==> config.mk <==
export PLATFORM = sky130hd
export DESIGN_NAME = sar_adc_ctrl
export DESIGN_NICKNAME = d
export VERILOG_FILES = /design/src/rtl/sar_adc_ctrl.sv
export SDC_FILE = /design/constraint.sdc
export NUM_CORES = 1
export LEC_CHECK = 0
export CAP_MARGIN = 15
export CORE_AREA = 2 2 51 53
export CTS_CLUSTER_DIAMETER = 60
export DETAILED_ROUTE_END_ITERATION = 7
export DIE_AREA = 0 0 53 55
export DONT_BUFFER_PORTS = 1
export GPL_ROUTABILITY_DRIVEN = 1
export PLACE_DENSITY = 0.79
export RECOVER_POWER = 50
export SLEW_MARGIN = 40
export SYNTH_ARGS = -nofsm -noshare
export SYNTH_HDL_FRONTEND = slang
export SYNTH_SLANG_ARGS = --single-unit
==> constraint.sdc <==
create_clock -name clk -period 3 [get_ports clk]
set_input_delay 0.6 -clock clk [delete_from_list [all_inputs] [get_ports clk]]
set_output_delay 0.6 -clock clk [all_outputs]
set_load 0.02 [all_outputs]
==> src/rtl/sar_adc_ctrl.sv <==
// Successive-approximation ADC controller for an 8-bit R2R DAC and comparator.
// Resolves one bit per T_BIT clocks and returns the result over valid/ready.
module sar_adc_ctrl #(
  parameter int WIDTH         = 8,
  parameter int SETTLE_CYCLES = 4,
  parameter int SYNC_STAGES   = 2
) (
  input  logic             clk,
  input  logic             reset,
  input  logic             start,
  input  logic             cmp,
  output logic [WIDTH-1:0] dac_code,
  output logic             sample,
  output logic             busy,
  output logic [WIDTH-1:0] result,
  output logic             valid,
  input  logic             ready
);

  localparam int T_BIT = SETTLE_CYCLES + SYNC_STAGES;
  localparam int CW    = $clog2(T_BIT + 1);
  localparam int KW    = (WIDTH > 1) ? $clog2(WIDTH) : 1;

  typedef enum logic [1:0] {
    IDLE,
    SAMPLE,
    SETTLE,
    DONE
  } state_e;

  state_e                 state_q, state_d;
  logic [CW-1:0]          cnt_q, cnt_d;
  logic [KW-1:0]          bit_q, bit_d;
  logic [WIDTH-1:0]       code_q, code_d;
  logic [WIDTH-1:0]       res_q, res_d;
  logic [SYNC_STAGES-1:0] sync_q;
  logic                   cmp_sync;

  assign cmp_sync = sync_q[SYNC_STAGES-1];

  always_ff @(posedge clk or posedge reset) begin
    if (reset) begin
      sync_q <= '0;
    end else begin
      sync_q <= {sync_q[SYNC_STAGES-2:0], cmp};
    end
  end

  always_ff @(posedge clk or posedge reset) begin
    if (reset) begin
      state_q <= IDLE;
      cnt_q   <= '0;
      bit_q   <= '0;
      code_q  <= '0;
      res_q   <= '0;
    end else begin
      state_q <= state_d;
      cnt_q   <= cnt_d;
      bit_q   <= bit_d;
      code_q  <= code_d;
      res_q   <= res_d;
    end
  end

  always_comb begin
    state_d = state_q;
    cnt_d   = cnt_q;
    bit_d   = bit_q;
    code_d  = code_q;
    res_d   = res_q;
    unique case (state_q)
      IDLE: begin
        if (start) begin
          state_d = SAMPLE;
          cnt_d   = '0;
        end
      end
      SAMPLE: begin
        if (cnt_q == CW'(SETTLE_CYCLES - 1)) begin
          state_d           = SETTLE;
          cnt_d             = '0;
          bit_d             = KW'(WIDTH - 1);
          code_d            = '0;
          code_d[WIDTH-1]   = 1'b1;
        end else begin
          cnt_d = cnt_q + CW'(1);
        end
      end
      SETTLE: begin
        if (cnt_q == CW'(T_BIT - 1)) begin
          cnt_d         = '0;
          code_d[bit_q] = cmp_sync;
          // Next trial bit goes up on the same edge as this decision
          if (bit_q != '0) begin
            code_d[bit_q - KW'(1)] = 1'b1;
            bit_d                  = bit_q - KW'(1);
          end else begin
            res_d   = code_d;
            state_d = DONE;
          end
        end else begin
          cnt_d = cnt_q + CW'(1);
        end
      end
      DONE: begin
        if (ready) begin
          state_d = IDLE;
          code_d  = '0;
        end
      end
      default: state_d = IDLE;
    endcase
  end

  assign dac_code = code_q;
  assign result   = res_q;
  assign sample   = (state_q == SAMPLE);
  assign busy     = (state_q != IDLE);
  assign valid    = (state_q == DONE);

endmodule

-- Word level (Yosys, flattened, before mapping)
Index checks and enable logic that the tools add are counted.
Widths: inputs -> output; s select.
- register bits: 26
- logic and storage cells: 62
- add/sub/neg operators: 2
- order comparisons: 4
- equality and inequality tests: 11
- muxes and demuxes: 24
- bitwise operators: 2
- reduce and logical (&&, ||, !) cells: 13
- operator list (kind ; count):
    $mux 8 ; 4
    $pmux 8 s3 ; 1
    $mux 3 ; 6
    $mux 2 ; 5
    $pmux 3 s3 ; 1
    $reduce_bool 3->1 ; 3
    $bwmux 8 ; 1
    $lt 3x4->1 const B ; 2
    $ne 2x2->1 const B ; 4
    $or 8x8->8 ; 1
    $pmux 2 s4 ; 1
    $reduce_and 4->1 ; 2
    $demux 1 s3 ; 2
    $ge 3x1->1 const B ; 2
    $pmux 3 s2 ; 1
    $reduce_and 5->1 ; 1
    $eq 2x2->1 const B ; 2
    $ne 2x1->1 const B ; 2
    $reduce_bool 2->1 ; 2
    $add 3x1->3 const B ; 1
    $eq 3x2->1 const B ; 1
    $eq 3x3->1 const B ; 1
    $reduce_and 3->1 ; 1
    $sub 3x1->3 const B ; 1
    6 further kinds ; 8

-- Longest topological paths before layout
Gate-level depths: netlist (run 1).
- word-level depth: 9
- depth in mapped cells: 8
- mapped depth without buffers: 6

-- Worst setup path after synthesis (run 1)
Ideal clock, no wire load.
- path kind: register -> register
- start point: register bit_q[0]
- end point: register code_q[0] (netlist: dac_code[0])
- setup time: 0.121 ns
- arrival: 1.579 ns
- slack: 1.300 ns
- stages on the path, launching flop included: 8
- buffers on the path: 2
- clock period less this slack: 1.700 ns
- cell sequence: dfrtp_1 -> buf_4 -> inv_1 -> ha_1 -> clkbuf_1 -> xor2_1 -> o21ai_0 -> a22o_1
- word-level cells in the longest chain between the ends: 9
- ends and longest elaborated chain (item ; line ; text):
    start: declaration ; 33 ; logic [KW-1:0] bit_q, bit_d;
    start signal: assignment ; 59 ; bit_q <= bit_d;
    $sub 3x1->3 (tied with other cells) ; 95 ; code_d[bit_q - KW'(1)] = 1'b1;
    $lt 3x4->1 (not written as such) (tied with other cells) ; 95 ;
    $logic_and 1x1->1 (not written as such) / $mux 1 (equally long branches) ; 95, 92 ;
    $mux 1 (not written as such) / $demux 1 s3 (equally long branches) ; 95, 92 ;
    $demux 1 s3 / $bwmux 8 (equally long branches) ; 95, 92 ;
    $or 8x8->8 (no source line) ; n/a ;
    $mux 8 (*) ; 94 ; if (bit_q != '0) begin
    $mux 8 (*) ; 90 ; if (cnt_q == CW'(T_BIT - 1)) begin
    $pmux 8 s3 (*) ; 71 ; unique case (state_q)
    end signal: assignment ; 60 ; code_q <= code_d;
    end: declaration ; 34 ; logic [WIDTH-1:0] code_q, code_d;
Every way passes the cells marked *; elsewhere a longest branch is shown, timed or not. The select of a mux whose other input is x is not followed.
A chain may end at the register's enable or synchronous reset.

-- Worst setup path after layout (run 1)
- start point: register bit_q[0]
- end point: register res_q[7] (netlist: result[7])
- word-level cells in the longest chain between the ends: 5
- ends and longest elaborated chain (item ; line ; text):
    $lt 3x4->1 (not written as such) / $ge 3x1->1 (equally long branches) ; 92 ; code_d[bit_q] = cmp_sync;
    $logic_and 1x1->1 (not written as such) ; 92 ;
    $mux 1 (not written as such) ; 92 ;
    $demux 1 s3 ; 92 ;
    $bwmux 8 ; 92 ;
    end signal: assignment ; 61 ; res_q <= res_d;
    end: declaration ; 35 ; logic [WIDTH-1:0] res_q, res_d;
Parallel ways exist; a longest one is shown, timed or not.

==> results.ini, run 1 <==
[run_status]
status=finished, final reports clean

[timing]
timing.setup.tns_ps=0
finalMaxSlewViolations=0
tightest_slew_ps=971
grt_setup_unrepaired=false
period_needed_ps=2300
holdWs_ps=280
maxSlewHeadroom_pct=35.2
hold_viol_final=0
fin_skew_ps=7.07
fin_crit_sh_pct=76.6
setup-violations-final=0
fmax_mhz=435

[setup_path]
r2r_setup_slack_ps=700
end_kind=register
r2r-start=bit_q[0]$_DFFE_PP0P_
criticalPathCategory=reg -> reg
r2r_end=result[7]$_DFFE_PP0P_
cp_max_fo=16
crit_path_start_kind=register
worstRegToRegCells=6
critPathArrivalTime_ps=2490
required_ps=3190

[cts]
htree_levels=1
clockBufferDepth=2
cts.sinks=26
postCtsSetupBuffers=0
clock_latency_ps=320
numCtsBuffers=3
cts.reportedPaths.clkPinSlew_ps=150
clockRootBuffer=clkbuf_4
cts_tree=done
cts_hold_buf=0
cts_resized=0

[global_route]
grt_first_pass_wirelength_mm=5.11
busiest_layer=met2
met3_usage_pct=4.03
antenna_found_initial=0
first_global_vias=1134
met2_usage_pct=44.8
grt_use_met1_pct=27.8
grt_overflow_total=0
grt_start_max_net_pins=27
grt_usage_pct=24.1

[logic_synthesis]
yosysWarnings=0
synth_cells=150
synth_area_leaders=dfrtp_1 (43%), ha_1 (9.8%), mux2i_1 (5.9%)
synth_top_area_share_pct=42.6
avgSynthCellArea_um2=10.2
ys_types=39
ys_seq_elements=26
yosysSeqAreaShare_pct=42.6
synth_top_area_cell=dfrtp_1
synth_area_um2=1530
synth_nets=167

[placement]
globalplace.congestion=0.771
dpl.cell_count=173
dp_hpwl_mm=2.16
io_buffers=0

[floorplanning]
num_rows=18
core_um2=2360
io_pins=24
fp.dieW_um=53
initial_utilization_pct=64.7
dieArea_um2=2920
die_h_um=55

[power]
ir_drop_mv=0.740
p_per_area_nw_per_um2=949
leakage_nw=0.712

[layout]
area_delta_synth_final_pct=3.19
final_cell_mix=dfrtp_1 (26), o21ai_0 (15), inv_1 (12), ha_1 (12), nand2_1 (10)
diodes=0
drive_gt1_share_pct=6.80
instances_no_fill=177
utilization_pct=66.7
finalNetCount=165
fillers=192
layout_commonest_cell=dfrtp_1

[routing]
ant_nets=0
vias=1112
firstDrtPassIters=4
drt_iter0_drc=11
routed_wl_mm=3.02
routed_via_density=6.28
wl_per_cell_um=17.1
post-route-drc-count=0

[worst_hold_path]
min_path_cells=0
holdPathEnd=sync_q[0]$_DFF_PP0_
worstHoldStart=cmp
hold_path_class=in -> reg

[job]
drv_cap=0

[metal layers]
metal / wire (um) / share of wire, %
met5: 0 / 0
met4: 36 / 1.2
met3: 137 / 4.5
met2: 1540 / 51
met1: 1300 / 43
[how the worst max path moves through the flow]
stage	start	end	slack (ps)	cells after the start
6_report	bit_q[0]$_DFFE_PP0P_	result[7]$_DFFE_PP0P_	700	6
5_1_grt	bit_q[0]$_DFFE_PP0P_	result[1]$_DFFE_PP0P_	410	6
4_1_cts	bit_q[0]$_DFFE_PP0P_	result[7]$_DFFE_PP0P_	700	6
3_5_place_dp	bit_q[0]$_DFFE_PP0P_	result[7]$_DFFE_PP0P_	780	6
3_3_place_gp	bit_q[0]$_DFFE_PP0P_	result[3]$_DFFE_PP0P_	830	6
2_1_floorplan	bit_q[0]$_DFFE_PP0P_	dac_code[0]$_DFFE_PP0P_	1300	7
[synth_stat cells, drive strengths merged]
master,count
dfrtp,26
o21ai,16
ha,12
inv,12
nand2,10
mux2i,9
a22o,8
a21oi,5
buf,5
nand2b,5
nand3b,4
nor2,4
nand3,3
nand4,3
nor3b,3
o41ai,3
a31oi,2
clkbuf,2
mux2,2
nor2b,2
a21bo,1
a21o,1
a2bb2oi,1
a41oi,1
and2,1
nand4b,1
nor3,1
nor4b,1
o21a,1
o22a,1
o311ai,1
o32a,1
xnor2,1
xor2,1
[logic make-up (layout without fill, tap and decap cells)]
kind of cell             Yosys count  in the layout  synth area share, %
AO/OA/AOI/OAI                     42             42                 18.6
XOR/XNOR                           2              2                 1.15
adder cells (fa/ha/maj)           12             12                 9.82
buffers and inverters             19             16                 5.65
flip-flops                        26             26                 42.6
multiplexers                      11             11                 7.37
AND/OR/NAND/NOR                   38             38                 14.9
[worst max-delay path: stages (launching register included)]
cell and delay [ps]:
dfrtp_1 580, inv_1 240, ha_1 240, nor2b_2 240, nand4_1 530, nand2_1 240, o21ai_0 110
[state kept, by name, summed over array words and instances (netlist names)]
signal,count
state_q,2
dac_code,8
cnt_q,3
bit_q,3
sync_q,2
result,8
[area by class of cell]
| class | instances | area (um^2) | share of cell area [%] |
|---|---|---|---|
| inverter | 12 | 45.0 | 2.85 |
| clock inverter | 1 | 30.0 | 1.90 |
| multi-input combinational | 105 | 792 | 50.2 |
| tap | 30 | 37.5 | 2.38 |
| clock buffer | 3 | 22.5 | 1.43 |
| sequential | 26 | 651 | 41.2 |
[stage by stage]
step                      instance area [um^2]  setup slack [ps]  power, W
after floorplan                           1530              1300   0.00112
after global placement                    1530               832   0.00123
after detailed placement                  1530               776   0.00126
after CTS                                 1580               700   0.00150
after global routing                      1580               410   0.00161
final                                     1580               701   0.00150
[report_power, final]
part           switching [W]  internal [W]  total (W)  leakage (nW)
sequential          0.000137      0.000420   0.000557         0.337
clock               0.000108      0.000135   0.000243        0.0279
combinational       0.000409      0.000289   0.000697         0.347
total               0.000654      0.000844    0.00150         0.712
Power figures use the tool's default switching activity.
==> run 2, diff against run 1 <==
--- a/config.mk
+++ b/config.mk
@@ -6,13 +6,13 @@
 export NUM_CORES = 1
 export LEC_CHECK = 0
 export CAP_MARGIN = 15
-export CORE_AREA = 2 2 51 53
+export CORE_AREA = 2 2 56 58
 export CTS_CLUSTER_DIAMETER = 60
 export DETAILED_ROUTE_END_ITERATION = 7
-export DIE_AREA = 0 0 53 55
+export DIE_AREA = 0 0 58 60
 export DONT_BUFFER_PORTS = 1
 export GPL_ROUTABILITY_DRIVEN = 1
-export PLACE_DENSITY = 0.79
+export PLACE_DENSITY = 0.69
 export RECOVER_POWER = 50
 export SLEW_MARGIN = 40
 export SYNTH_ARGS = -nofsm -noshare
==> constraint.sdc (replaced) <==
create_clock -name clk -period 2 [get_ports clk]
set_input_delay 0.4 -clock clk [delete_from_list [all_inputs] [get_ports clk]]
set_output_delay 0.4 -clock clk [all_outputs]
set_load 0.02 [all_outputs]
==> run 2 against run 1 <==
- cell count rose by 6.2%
- global-route usage down 2.4 points
- power is 56% higher
- first-iteration DRC count rose to 5.2 times the previous value
- via count rose by 4.7%
- fmax is 27% higher
- combinational power rose by 66%
- critical path type unchanged
- critical endpoint is now dac_code[6]$_DFFE_PP0P_
- largest cell class unchanged
- largest power group unchanged
- highest routed layer unchanged
==> results.ini, run 2 (synthesized netlist as in run 1, its figures left out) <==
[run_status]
status=finished, final reports clean

[routing]
routed_wl_mm=3.25  ; +7.5%
vias=1164  ; +4.7%
routed_via_density=6.19  ; -1.4%
ant_nets=0  ; unchanged
wl_per_cell_um=17.3  ; +1.2%
firstDrtPassIters=4  ; unchanged
post-route-drc-count=0  ; unchanged
drt_iter0_drc=57  ; +46

[floorplanning]
die_h_um=60  ; +9.1%
io_pins=24  ; unchanged
fp.dieW_um=58  ; +9.4%
num_rows=20  ; +2
initial_utilization_pct=52.7  ; -12 points
dieArea_um2=3480  ; +19%
core_um2=2900  ; +23%

[timing]
tightest_slew_ps=628  ; -342 ps
fmax_mhz=551  ; +27%
hold_viol_final=0  ; unchanged
timing.setup.tns_ps=0  ; unchanged
holdWs_ps=84.4  ; -195 ps
grt_setup_unrepaired=false
fin_skew_ps=4.17  ; -2.91 ps
finalMaxSlewViolations=0  ; unchanged
period_needed_ps=1810  ; -484 ps
maxSlewHeadroom_pct=58.1  ; +23 points
fin_crit_sh_pct=90.7  ; +14 points
setup-violations-final=0  ; unchanged

[setup_path]
critPathArrivalTime_ps=2090  ; -400 ps
criticalPathCategory=reg -> reg
cp_max_fo=10  ; -6
crit_path_start_kind=register
required_ps=2270  ; -920 ps
end_kind=register

[cts]
clock_latency_ps=320  ; about the same
cts_tree=done
postCtsSetupBuffers=0  ; unchanged
cts_resized=0  ; unchanged
cts.sinks=26  ; unchanged
htree_levels=1  ; unchanged
clockRootBuffer=clkbuf_4
cts.reportedPaths.clkPinSlew_ps=140  ; about the same
numCtsBuffers=3  ; unchanged
clockBufferDepth=2  ; unchanged
cts_hold_buf=1  ; +1

[layout]
drive_gt1_share_pct=11.0  ; +4.2 points
layout_commonest_cell=dfrtp_1
final_cell_mix=dfrtp_1 (26), o21ai_0 (15), inv_1 (12), ha_1 (12), nand2_1 (10)
diodes=0  ; unchanged
finalNetCount=173  ; +4.8%
area_delta_synth_final_pct=7.36

[power]
leakage_nw=0.749  ; +5.2%
swShare_pct=43.5  ; -0.16 points
combPwrFrac_pct=49.9  ; +3.3 points
ir_drop_mv=0.960  ; +30%
power_switching_w=0.00101  ; +55%
p_int_w=0.00132  ; +56%
clockPowerShare_pct=15.6  ; -0.6 points
power.share.sequential_pct=34.5  ; -2.7 points
p_per_area_nw_per_um2=1420  ; +50%

[global_route]
grt_first_pass_wirelength_mm=5.71  ; +12%
first_global_vias=1172  ; +3.4%
grt_start_max_net_pins=27  ; unchanged
grt_overflow_total=0  ; unchanged
antenna_found_initial=0  ; unchanged
grt_usage_pct=21.7  ; -2.4 points

[placement]
dp_hpwl_mm=2.35  ; +8.9%
io_buffers=0  ; unchanged
globalplace.congestion=0.852  ; +11%

[job]
drv_cap=0  ; unchanged

[worst_hold_path]
hold_path_class=in -> reg

==> run 2: changes by cell type in the layout (fill, tap and decap cells not counted) <==
cell and change:
buf_4 +6, dlygate4sd3_1 +1, clkbuf_2 +1
==> run 2: routing by layer <==
layer / track usage, % / share of wire (%) / vias to the layer above
li1: - / - / 549
met1: 28.7 / 45 / 572
met2: 36.5 / 47 / 39
met3: 3.90 / 6.2 / 4
met4: 6.31 / 0.99 / 0
met5: 0 / 0 / -
==> run 2: worst max-delay path, cell delays in order (launching register included) <==
cell      delay [ps]
dfrtp_1          430
inv_1            100
ha_1             220
a21bo_2          260
nand4b_2         310
nor2_4           280
a22o_1           160
==> run 2: layout make-up <==
class | count | area, um^2
Clock inverter | 1 | 30.0
Multi-Input combinational cell | 105 | 792
Timing Repair Buffer | 8 | 60.1
Fill cell | 247 | 1260
Sequential cell | 26 | 651
Clock buffer | 3 | 22.5
Tap cell | 33 | 41.3
Inverter | 12 | 45.0
==> run 2: worst paths after layout <==
| path | from | to | slack, ps | depth (start not counted) |
|---|---|---|---|---|
| setup / recovery | state_q[0]$_DFFE_PP0P_ | dac_code[6]$_DFFE_PP0P_ | 190 | 6 |
| hold / removal | cmp | sync_q[0]$_DFF_PP0_ | 80 | 0 |
| setup reg to reg | state_q[0]$_DFFE_PP0P_ | dac_code[6]$_DFFE_PP0P_ | 190 | 6 |
| hold reg to reg | sync_q[0]$_DFF_PP0_ | sync_q[1]$_DFF_PP0_ | 370 | 0 |
| max in group asynchronous | reset | dac_code[0]$_DFFE_PP0P_ | 940 | 3 |
| min in group asynchronous | reset | sync_q[1]$_DFF_PP0_ | 660 | 3 |
==> run 2: power by group through the flow <==
stage                     Sequential (W)  Combinational [W]  Clock [W]
after detailed placement        0.000814            0.00115          0
after global placement          0.000808            0.00112          0
after floorplan                 0.000773           0.000908          0
final                           0.000804            0.00116   0.000365
after CTS                       0.000805            0.00116   0.000371
after global routing            0.000820            0.00129   0.000397
==> run 2: per-stage QoR <==
stage | power [W] | utilization (%) | instances | setup WS [ps] | area, um^2
finish | 0.00233 | 56.6 | 188 | 185 | 1640
global route | 0.00251 | 56.6 | 188 | 26.5 | 1640
CTS | 0.00234 | 56.6 | 188 | 202 | 1640
detailed placement | 0.00197 | 54.5 | 183 | 203 | 1580
global placement | 0.00192 | 54.5 | 183 | 289 | 1580
floorplan | 0.00168 | - | 150 | 300 | 1530
